**src/rtl/scope_pkg.sv**
```systemverilog
// Shared scope definitions: acquisition state encoding, default widths and
// circular-buffer address arithmetic used by both capture and display paths.
package scope_pkg;

  localparam int ADDR_W_DEF = 10;
  localparam int DATA_W_DEF = 9;

  typedef enum logic [2:0] {
    ST_IDLE    = 3'd0,
    ST_PREFILL = 3'd1,
    ST_ARMED   = 3'd2,
    ST_POST    = 3'd3,
    ST_HOLD    = 3'd4
  } state_t;

  // Both operands must already lie in 0..depth-1, so one conditional subtract
  // replaces a true modulo.
  function automatic int unsigned mod_add(input int unsigned a, input int unsigned b,
                                          input int unsigned depth);
    int unsigned s;
    s = a + b;
    return (s >= depth) ? s - depth : s;
  endfunction

  function automatic int unsigned mod_sub(input int unsigned a, input int unsigned b,
                                          input int unsigned depth);
    int unsigned s;
    s = a + depth - b;
    return (s >= depth) ? s - depth : s;
  endfunction

endpackage

```
**src/rtl/capture_ctrl_trig_detect.sv**
```systemverilog
// Slope/level trigger detector: remembers the previous accepted sample and
// flags the accepted sample that crosses the threshold in the chosen direction.
module trig_detect
  import scope_pkg::*;
#(
  parameter int DATA_W = DATA_W_DEF
) (
  input  logic              clk,
  input  logic              rst,
  input  logic              clr,
  input  logic              en,
  input  logic [DATA_W-1:0] sample,
  input  logic [DATA_W-1:0] trig_level,
  input  logic              trig_falling,
  output logic              hit
);

  logic [DATA_W-1:0] prev;
  logic              prev_valid;
  logic              rise;
  logic              fall;

  always_ff @(posedge clk) begin
    if (rst)      prev_valid <= 1'b0;
    else if (clr) prev_valid <= 1'b0;
    else if (en)  prev_valid <= 1'b1;
  end

  always_ff @(posedge clk) begin
    if (en) prev <= sample;
  end

  always_comb begin
    rise = (prev < trig_level) && (sample >= trig_level);
    fall = (prev > trig_level) && (sample <= trig_level);
    hit  = en && prev_valid && (trig_falling ? fall : rise);
  end

endmodule

```
**src/rtl/capture_ctrl.sv**
```systemverilog
// Acquisition sequencer: writes ADC samples into the circular sample buffer,
// triggers with pre-trigger history, and freezes the record for display.
module capture_ctrl
  import scope_pkg::*;
#(
  parameter int ADDR_W  = ADDR_W_DEF,
  parameter int DATA_W  = DATA_W_DEF,
  parameter int DEPTH   = 640,
  parameter int PRETRIG = 64,
  parameter int AUTO_TO = 4096
) (
  input  logic              clk,
  input  logic              rst,
  input  logic              sample_valid,
  input  logic [DATA_W-1:0] sample,
  input  logic [DATA_W-1:0] trig_level,
  input  logic              trig_falling,
  input  logic              auto_mode,
  input  logic              run,
  input  logic              arm,
  input  logic              stop,
  input  logic              frame_done,
  output logic [ADDR_W-1:0] wraddr,
  output logic [DATA_W-1:0] wrdata,
  output logic              we,
  output logic [ADDR_W-1:0] start_addr,
  output logic              triggered,
  output logic              forced,
  output logic [2:0]        state
);

  localparam int CNT_W    = ADDR_W + 1;
  localparam int TO_W     = (AUTO_TO > 2) ? $clog2(AUTO_TO) : 1;
  localparam int POST_LEN = DEPTH - PRETRIG;

  state_t            st, st_nx;
  logic [ADDR_W-1:0] ptr;
  logic [CNT_W-1:0]  pre_cnt, post_cnt;
  logic [TO_W-1:0]   to_cnt;
  logic              accept, hit, auto_hit, fire, init;
  logic              to_sat, last_pre, last_post;
  logic              vld_p1;
  logic [ADDR_W-1:0] addr_p1;
  logic [DATA_W-1:0] data_p1;

  assign accept    = sample_valid && !stop &&
                     (st == ST_PREFILL || st == ST_ARMED || st == ST_POST);
  assign to_sat    = (to_cnt == TO_W'(AUTO_TO - 1));
  assign auto_hit  = accept && (st == ST_ARMED) && auto_mode && to_sat;
  assign fire      = (st == ST_ARMED) && (hit || auto_hit);
  assign last_pre  = (pre_cnt == CNT_W'(PRETRIG - 1));
  assign last_post = (post_cnt == CNT_W'(POST_LEN - 1));

  trig_detect #(.DATA_W(DATA_W)) u_trig (
    .clk          (clk),
    .rst          (rst),
    .clr          (init),
    .en           (accept),
    .sample       (sample),
    .trig_level   (trig_level),
    .trig_falling (trig_falling),
    .hit          (hit)
  );

  always_ff @(posedge clk) begin
    if (rst) st <= ST_IDLE;
    else     st <= st_nx;
  end

  always_comb begin
    st_nx = st;
    init  = 1'b0;
    if (stop) begin
      st_nx = ST_IDLE;
    end else begin
      case (st)
        ST_IDLE:    if (arm) begin st_nx = ST_PREFILL; init = 1'b1; end
        ST_PREFILL: if (accept && last_pre) st_nx = ST_ARMED;
        ST_ARMED:   if (fire) st_nx = (POST_LEN == 1) ? ST_HOLD : ST_POST;
        ST_POST:    if (accept && last_post) st_nx = ST_HOLD;
        ST_HOLD:    if (frame_done) begin
                      st_nx = run ? ST_PREFILL : ST_IDLE;
                      init  = run;
                    end
        default:    st_nx = ST_IDLE;
      endcase
    end
  end

  always_ff @(posedge clk) begin
    if (rst || init) begin
      ptr      <= '0;
      pre_cnt  <= '0;
      post_cnt <= '0;
      to_cnt   <= '0;
    end else if (accept) begin
      ptr <= ADDR_W'(mod_add(32'(ptr), 32'd1, DEPTH));
      if (st == ST_PREFILL) pre_cnt <= pre_cnt + 1'b1;
      if (st == ST_POST)    post_cnt <= post_cnt + 1'b1;
      if (st == ST_ARMED) begin
        if (fire) begin
          post_cnt <= CNT_W'(1);
          to_cnt   <= '0;
        end else if (!to_sat) begin
          to_cnt <= to_cnt + 1'b1;
        end
      end
    end
  end

  // Stage p1: registered buffer write port and trigger status
  always_ff @(posedge clk) begin
    if (rst) begin
      vld_p1     <= 1'b0;
      addr_p1    <= '0;
      data_p1    <= '0;
      start_addr <= '0;
      triggered  <= 1'b0;
      forced     <= 1'b0;
    end else begin
      vld_p1 <= accept;
      if (accept) begin
        addr_p1 <= ptr;
        data_p1 <= sample;
      end
      if (init) begin
        triggered <= 1'b0;
        forced    <= 1'b0;
      end else if (fire) begin
        triggered  <= 1'b1;
        forced     <= auto_hit;
        start_addr <= ADDR_W'(mod_sub(32'(ptr), PRETRIG, DEPTH));
      end else if (st == ST_HOLD && st_nx != ST_HOLD) begin
        triggered <= 1'b0;
      end
    end
  end

  assign we     = vld_p1;
  assign wraddr = addr_p1;
  assign wrdata = data_p1;
  assign state  = st;

endmodule

```
**config.mk**
```make
export PLATFORM = sky130hd
export DESIGN_NAME = capture_ctrl
export DESIGN_NICKNAME = d
export VERILOG_FILES = /design/src/rtl/scope_pkg.sv /design/src/rtl/capture_ctrl_trig_detect.sv /design/src/rtl/capture_ctrl.sv
export SDC_FILE = /design/constraint.sdc
export NUM_CORES = 1
export LEC_CHECK = 0
export CAP_MARGIN = 20
export CORE_MARGIN = 4
export CORE_UTILIZATION = 41
export CTS_CLUSTER_SIZE = 40
export DETAILED_ROUTE_END_ITERATION = 7
export GPL_TIMING_DRIVEN = 0
export PLACE_DENSITY = 0.67
export SLEW_MARGIN = 20
export SYNTH_ARGS = -nofsm -noshare
export SYNTH_HDL_FRONTEND = slang
export SYNTH_SLANG_ARGS = --single-unit
```
**constraint.sdc**
```tcl
create_clock -name clk -period 2.15 [get_ports clk]
set_input_delay 0.215 -clock clk [delete_from_list [all_inputs] [get_ports clk]]
set_output_delay 0.215 -clock clk [all_outputs]
set_load 0.01 [all_outputs]
```
**Word-level counts from Yosys, hierarchy flattened**

Index checks and enable logic that the tools add are counted.

- Flip-flop bits (word level): 89
- Input bits: 27
- Output and inout port bits: 35
- Word-level logic and storage cells: 83

- Add/sub/neg operators: 8
- Magnitude comparators: 6
- Equality and inequality tests: 9
- Muxes and demuxes: 22
- Bitwise logic cells: 1
- Reduce and logical (&&, ||, !) cells: 24

Operator list:

| operator | count |
|---|---|
| $mux 11 | 3 |
| $ge 32x10->1 const B | 1 |
| $mux 12 | 2 |
| $add 11x1->11 const B | 2 |
| $mux 10 | 2 |
| $sub 10x10->10 const B | 2 |
| $mux 3 | 6 |
| $pmux 3 s5 | 1 |
| $logic_and 1x1->1 | 13 |
| $add 12x1->12 const B | 1 |
| $eq 12x12->1 const B | 1 |
| $sub 11x7->12 const B | 1 |
| $add 10x1->11 const B | 1 |
| $add 10x10->11 const B | 1 |
| $eq 11x10->1 const B | 1 |
| $eq 11x6->1 const B | 1 |
| $ge 11x10->1 const B | 1 |
| $ge 9x9->1 | 1 |
| $gt 9x9->1 | 1 |
| $le 9x9->1 | 1 |
| $lt 9x9->1 | 1 |
| $mux 1 | 7 |
| $eq 3x2->1 const B | 2 |
| $logic_or 1x1->1 | 4 |
| 12 further kinds | 13 |

**Depth between registers and ports, before layout**

- Word-level depth: 16
- Mapped depth: 12

**By module**

From an unflattened synthesis, not the netlist that was laid out.

- Cells, all modules: 543
- Area total of the unflattened synthesis: 4629.4 um^2

Modules (own cells, without submodules):

| module | times used | cells each | area each (um^2) |
|---|---|---|---|
| capture_ctrl | 1 | 468 | 3863.7 |
| trig_detect | 1 | 75 | 765.7 |

**Worst setup path after synthesis**

No wires, ideal clock.

- Kind: reg-to-reg
- From: reg st[0] (netlist: state[0])
- To: reg to_cnt[9]
- Data arrival time: 2275 ps
- Required time: 2078 ps
- Setup slack: -197 ps
- Stages on the path, launching flop included: 12
- Path buffers: 3
- Cell sequence: dfxtp_1 > buf_2 > nor2_2 > or3_1 > buf_6 > inv_4 > and4_1 > o211a_1 > buf_6 > o21ai_4 > or4_1 > a21oi_1

- Longest elaborated chain between the ends: 11
- Elaborated cells on any way between the ends: 21
- Classes of those cells: eq/ne (5); mux (3); reduce/logical (13)

RTL lines:

| element | RTL line | text |
|---|---|---|
| start: declaration | capture_ctrl.sv:36 | `state_t st, st_nx;` |
| start signal: assignment | capture_ctrl.sv:67 | `else st <= st_nx;` |
| $eq 3x1->1 / $eq 3x2->1 (equally long branches) | capture_ctrl.sv:47, capture_ctrl.sv:49, capture_ctrl.sv:50 |  |
| $logic_or 1x1->1 (2 in series) | capture_ctrl.sv:47 | `(st == ST_PREFILL \|\| st == ST_ARMED \|\| st == ST_POST);` |
| $logic_and 1x1->1 | capture_ctrl.sv:46 | `assign accept = sample_valid && !stop &&` |
| $logic_and 1x1->1 (3 in series) | capture_ctrl.sv:49 | `assign auto_hit = accept && (st == ST_ARMED) && auto_mode && to_sat;` |
| $logic_or 1x1->1 | capture_ctrl.sv:50 | `assign fire = (st == ST_ARMED) && (hit \|\| auto_hit);` |
| $logic_and 1x1->1 | capture_ctrl.sv:50 |  |
| $ne 2x2->1 (no line) | - |  |
| $reduce_and 3->1 (no line) | - |  |
| end signal: assignment | capture_ctrl.sv:105 | `to_cnt <= to_cnt + 1'b1;` |
| end: declaration | capture_ctrl.sv:39 | `logic [TO_W-1:0] to_cnt;` |

Several ways; a longest one is shown, not always the timed one.
A chain may end at the register's enable or synchronous reset.

**Worst setup path after layout**

- From: reg u_trig.prev[3]
- To: reg to_cnt[10]

- Longest elaborated chain between the ends: 8
- Elaborated cells on any way between the ends: 11
- Classes of those cells: order compare (2); eq/ne (1); mux (2); reduce/logical (6)

RTL lines:

| element | RTL line | text |
|---|---|---|
| start: declaration | capture_ctrl_trig_detect.sv:18 | `logic [DATA_W-1:0] prev;` |
| start signal: assignment | capture_ctrl_trig_detect.sv:30 | `if (en) prev <= sample;` |
| $lt 9x9->1 / $gt 9x9->1 (equally long branches) | capture_ctrl_trig_detect.sv:34, capture_ctrl_trig_detect.sv:35 |  |
| $logic_and 1x1->1, on equally long branches | capture_ctrl_trig_detect.sv:34, capture_ctrl_trig_detect.sv:35 |  |
| $mux 1 (*) | capture_ctrl_trig_detect.sv:36 | `hit = en && prev_valid && (trig_falling ? fall : rise);` |
| $logic_and 1x1->1 (*) | capture_ctrl_trig_detect.sv:36 |  |
| $logic_or 1x1->1 (*) | capture_ctrl.sv:50 |  |
| $logic_and 1x1->1 (*) | capture_ctrl.sv:50 |  |
| $ne 2x2->1 (no line) | - |  |
| $reduce_and 3->1 (no line) | - |  |

Mark *: on every way between the ends. The rest lies on a longest branch, timed or not.

==> run_results.csv <==
group,metric,value,unit
power_and_ir_drop,power_frac_comb,0.083,
hold_path,hold_depth,1,
hold_path,min_path_type,"input pin to flop",
sta,skew,9.52,ps
power_and_ir_drop,p_int,2.60,mW
sta,finalSetupViolations,34,
sta,relSlewSlack,0.551,
job,drv_cap,0,
placement,gp_congestion,0.858,
synth,ys.flop_type,"dfxtp_1",
synth,syn_inst,533,
clocking,htreeDepth,3,
synth,syn_avg_cell_area,8.37,sq um
outcome,outcome,"complete, but fails checks",
synth,synth-seq-area-share,0.419,
synth,synth_area_leaders,"dfxtp_1 (36%), ha_1 (7.8%), nand2_1 (6.6%)",
routing,wirelength,11.9,mm
placement,place_inst,730,
power_and_ir_drop,power.switching,0.751,mW
final_layout,drive_above_1_share,0.224,
setup_path,slowest_delay,430,ps
floorplan,die_width,112,um
routing,drtAntennaViolNets,0,
sta,fin_ws,-343,ps
synth,synth_fp_nets,588,
floorplan,initial_core_util,0.427,
synth,synth_top_area_frac,0.359,
final_layout,multi_input_area,2830,sq um
power_and_ir_drop,pwr-share-seq,0.502,
routing,drc,0,
synth,yosys_warnings,0,
setup_path,cp_top_family,"compound AO/OA/AOI/OAI gates",
sta,slew_viol_final,0,
sta,max_freq,401,MHz
sta,rsz0062_at_grt,"true",
hold_path,min_from,"sample[4]",
final_layout,final_util,0.590,
sta,finalHoldViolations,0,
clocking,cts_max_path_buffers,2,
final_layout,stdcell_count,765,
clocking,clk_pin_slew,90,ps
final_layout,fill_cells,919,
clocking,cts_tree,"yes",
routing,num_vias,4111,
setup_path,cp.buffers_inverters,1,
setup_path,r2r_setup_slack,-340,ps
grt,grt_overflow,0,
floorplan,die_y,112,um
grt,grt_pass1_vias,4094,
setup_path,crit_path_top_delay_cell,"edfxtp_1",
grt,grt_max_degree,19,
power_and_ir_drop,power_density,542,nW/um^2
floorplan,coreArea,10500,sq um
setup_path,path_class,"flop to flop",
floorplan,rows,37,
clocking,insertion_delay,370,ps
setup_path,path_cells,"ha_4 > and4_4 > a21oi_2 > o211ai_1 > o211a_1 > buf_6 > o211ai_1 > or3_1 > a21oi_2",
placement,place_area,5270,sq um
clocking,numCtsBuffers,9,
setup_path,r2r_start,"u_trig.prev[3]$_DFFE_PN_",
synth,synth_top_area_cell,"dfxtp_1",
power_and_ir_drop,netSwitchingFraction,0.224,
final_layout,fin_area,6170,sq um
sta,worst_slew_pin_slew,667,ps
hold_path,hold_path_end,"u_trig.prev[4]$_DFFE_PN_",
routing,post_drt_wl_per_cell,15.5,um
synth,synth.most_common_cell,"dfxtp_1",
clocking,cts_root_buf,"clkbuf_8",
routing,dr.pass1.iters,4,
synth,ys_top_cells_by_count,"dfxtp_1 (80), nand2_1 (79), a21oi_1 (59)",
synth,synthArstFlopShare,0,
power_and_ir_drop,power.share.clock,0.415,
setup_path,crit_required,2460,ps
synth,ys_ff_latch,89,
setup_path,cp-start-kind,"flop",
final_layout,fin_nets,680,
setup_path,path_max_fanout,5,
setup_path,r2r_cells,9,
sta,timing.final.crit_period,2490,ps
outcome,violations,"negative setup slack",
clocking,cts_sinks,89,
final_layout,area_growth,38.4,%
setup_path,timing.rr.end,"to_cnt[10]$_SDFFE_PP0P_",
sta,min_period_over_period,1.16,
power_and_ir_drop,vdd_drop_max,0.291,mV
placement,post-dp-hpwl,8.13,mm
routing,initialDrtViolationCount,185,
setup_path,end_kind,"flop",
grt,grt_pass1_wl,19.4,mm
final_layout,antenna_cells,0,
floorplan,die_area,12600,sq um
setup_path,cp.arrival,2800,ps
synth,synth-edff-count,9,
synth,synthesis.area,4460,sq um
power_and_ir_drop,total_power,3.35,mW
final_layout,final-seq-area,1890,sq um
routing,via_per_inst,5.37,
grt,gr-usage-all-layers,0.187,
placement,portBuffers,61,
synth,yosysUniqueCellTypes,49,
floorplan,ioPinCount,62,
power_and_ir_drop,p_leak,2.22,nW
grt,antenna_found_initial,0,
through the flow:
stage | hold slack (ps) | worst slack [ps] | setup TNS, ps
final | 212 | -343 | -6650
after CTS | 241 | -248 | -4840
after floorplan | 296 | -103 | -512
after detailed placement | 447 | -969 | -50080
after global placement | 442 | -884 | -45720
after global routing | 208 | -362 | -8070
kinds of logic after synthesis:
logic type | Yosys count | share of synthesized area
flip-flops | 89 | 0.419
adder cells (fa/ha/maj) | 28 | 0.0785
AO/OA/AOI/OAI | 107 | 0.143
buffers and inverters | 50 | 0.0468
multiplexers | 2 | 0.00449
AND/OR/NAND/NOR | 220 | 0.235
XOR/XNOR | 37 | 0.0726
routing by layer:
metal / wire length (um) / up-vias / global-route usage
met2: 5850 / 69 / 0.326
met5: 0 / - / 0
met3: 353 / 22 / 0.0340
met1: 5440 / 1976 / 0.234
met4: 244 / 0 / 0.0625
li1: - / 2044 / -
worst max path at each step:
stage                     depth (start not counted)                       to                     start  slack (ps)
after floorplan                                   9   to_cnt[0]$_SDFFE_PP0P_  u_trig.prev[3]$_DFFE_PN_        -100
after global placement                            9   to_cnt[0]$_SDFFE_PP0P_                 sample[6]        -880
after detailed placement                          9   to_cnt[0]$_SDFFE_PP0P_                 sample[6]        -970
after CTS                                        10   to_cnt[1]$_SDFFE_PP0P_  u_trig.prev[4]$_DFFE_PN_        -250
after global routing                             10   to_cnt[4]$_SDFFE_PP0P_  u_trig.prev[3]$_DFFE_PN_        -360
final                                             9  to_cnt[10]$_SDFFE_PP0P_  u_trig.prev[3]$_DFFE_PN_        -340
flip-flops by register name, summed over array words and instances, names as in the netlist, 3 cells and up:
name / flops
state: 3
wrdata: 9
post_cnt: 11
ptr: 10
wraddr: 10
pre_cnt: 11
u_trig.prev: 9
start_addr: 10
to_cnt: 12
power by group through the flow:
stage               registers (mW)  clock network (mW)  logic [mW]
finish                        1.68                1.39       0.278
floorplan                     1.72                   0       0.104
global route                  1.68                1.48       0.303
global placement              1.72                   0       0.206
detailed placement            1.72                   0       0.210
CTS                           1.68                1.42       0.246
area by class of cell:
class                   count  share of cell area
clock inverters             5              0.0168
repair buffers             86               0.131
well taps                 136              0.0276
multi-input cells         394               0.458
plain buffers              20              0.0219
clock buffers              10              0.0223
flip-flops and latches     89               0.306
inverters                  25              0.0160
layout by cell type (no fill, tap or decap), drive strengths merged, types with 4 or more instances in the layout:
| cell | Yosys | layout |
|---|---|---|
| ha | 28 | 28 |
| a21oi | 59 | 59 |
| clkdlybuf4s50 | 0 | 49 |
| nor2 | 51 | 51 |
| and3 | 7 | 7 |
| nand4 | 15 | 15 |
| o21ai | 16 | 16 |
| a211oi | 4 | 4 |
| o31ai | 6 | 6 |
| nand3 | 19 | 19 |
| nand2 | 79 | 79 |
| dlygate4sd2 | 0 | 8 |
| edfxtp | 9 | 9 |
| xor2 | 24 | 24 |
| dfxtp | 80 | 80 |
| clkbuf | 20 | 24 |
| inv | 25 | 25 |
| o211ai | 7 | 7 |
| buf | 5 | 31 |
| and4 | 5 | 5 |
| nor4 | 6 | 6 |
| or3 | 10 | 10 |
| xnor2 | 13 | 13 |
| nor3 | 12 | 12 |
| dlymetal6s2s | 0 | 4 |
what timing repair did:
item	CTS	global route
pin swaps	23	27
hold buffers	0	0
setup buffers	13	11
gates cloned	2	0
gates resized for setup	62	71
setup endpoints to repair	71	67
Note: power is estimated with default switching activity, not from simulation.
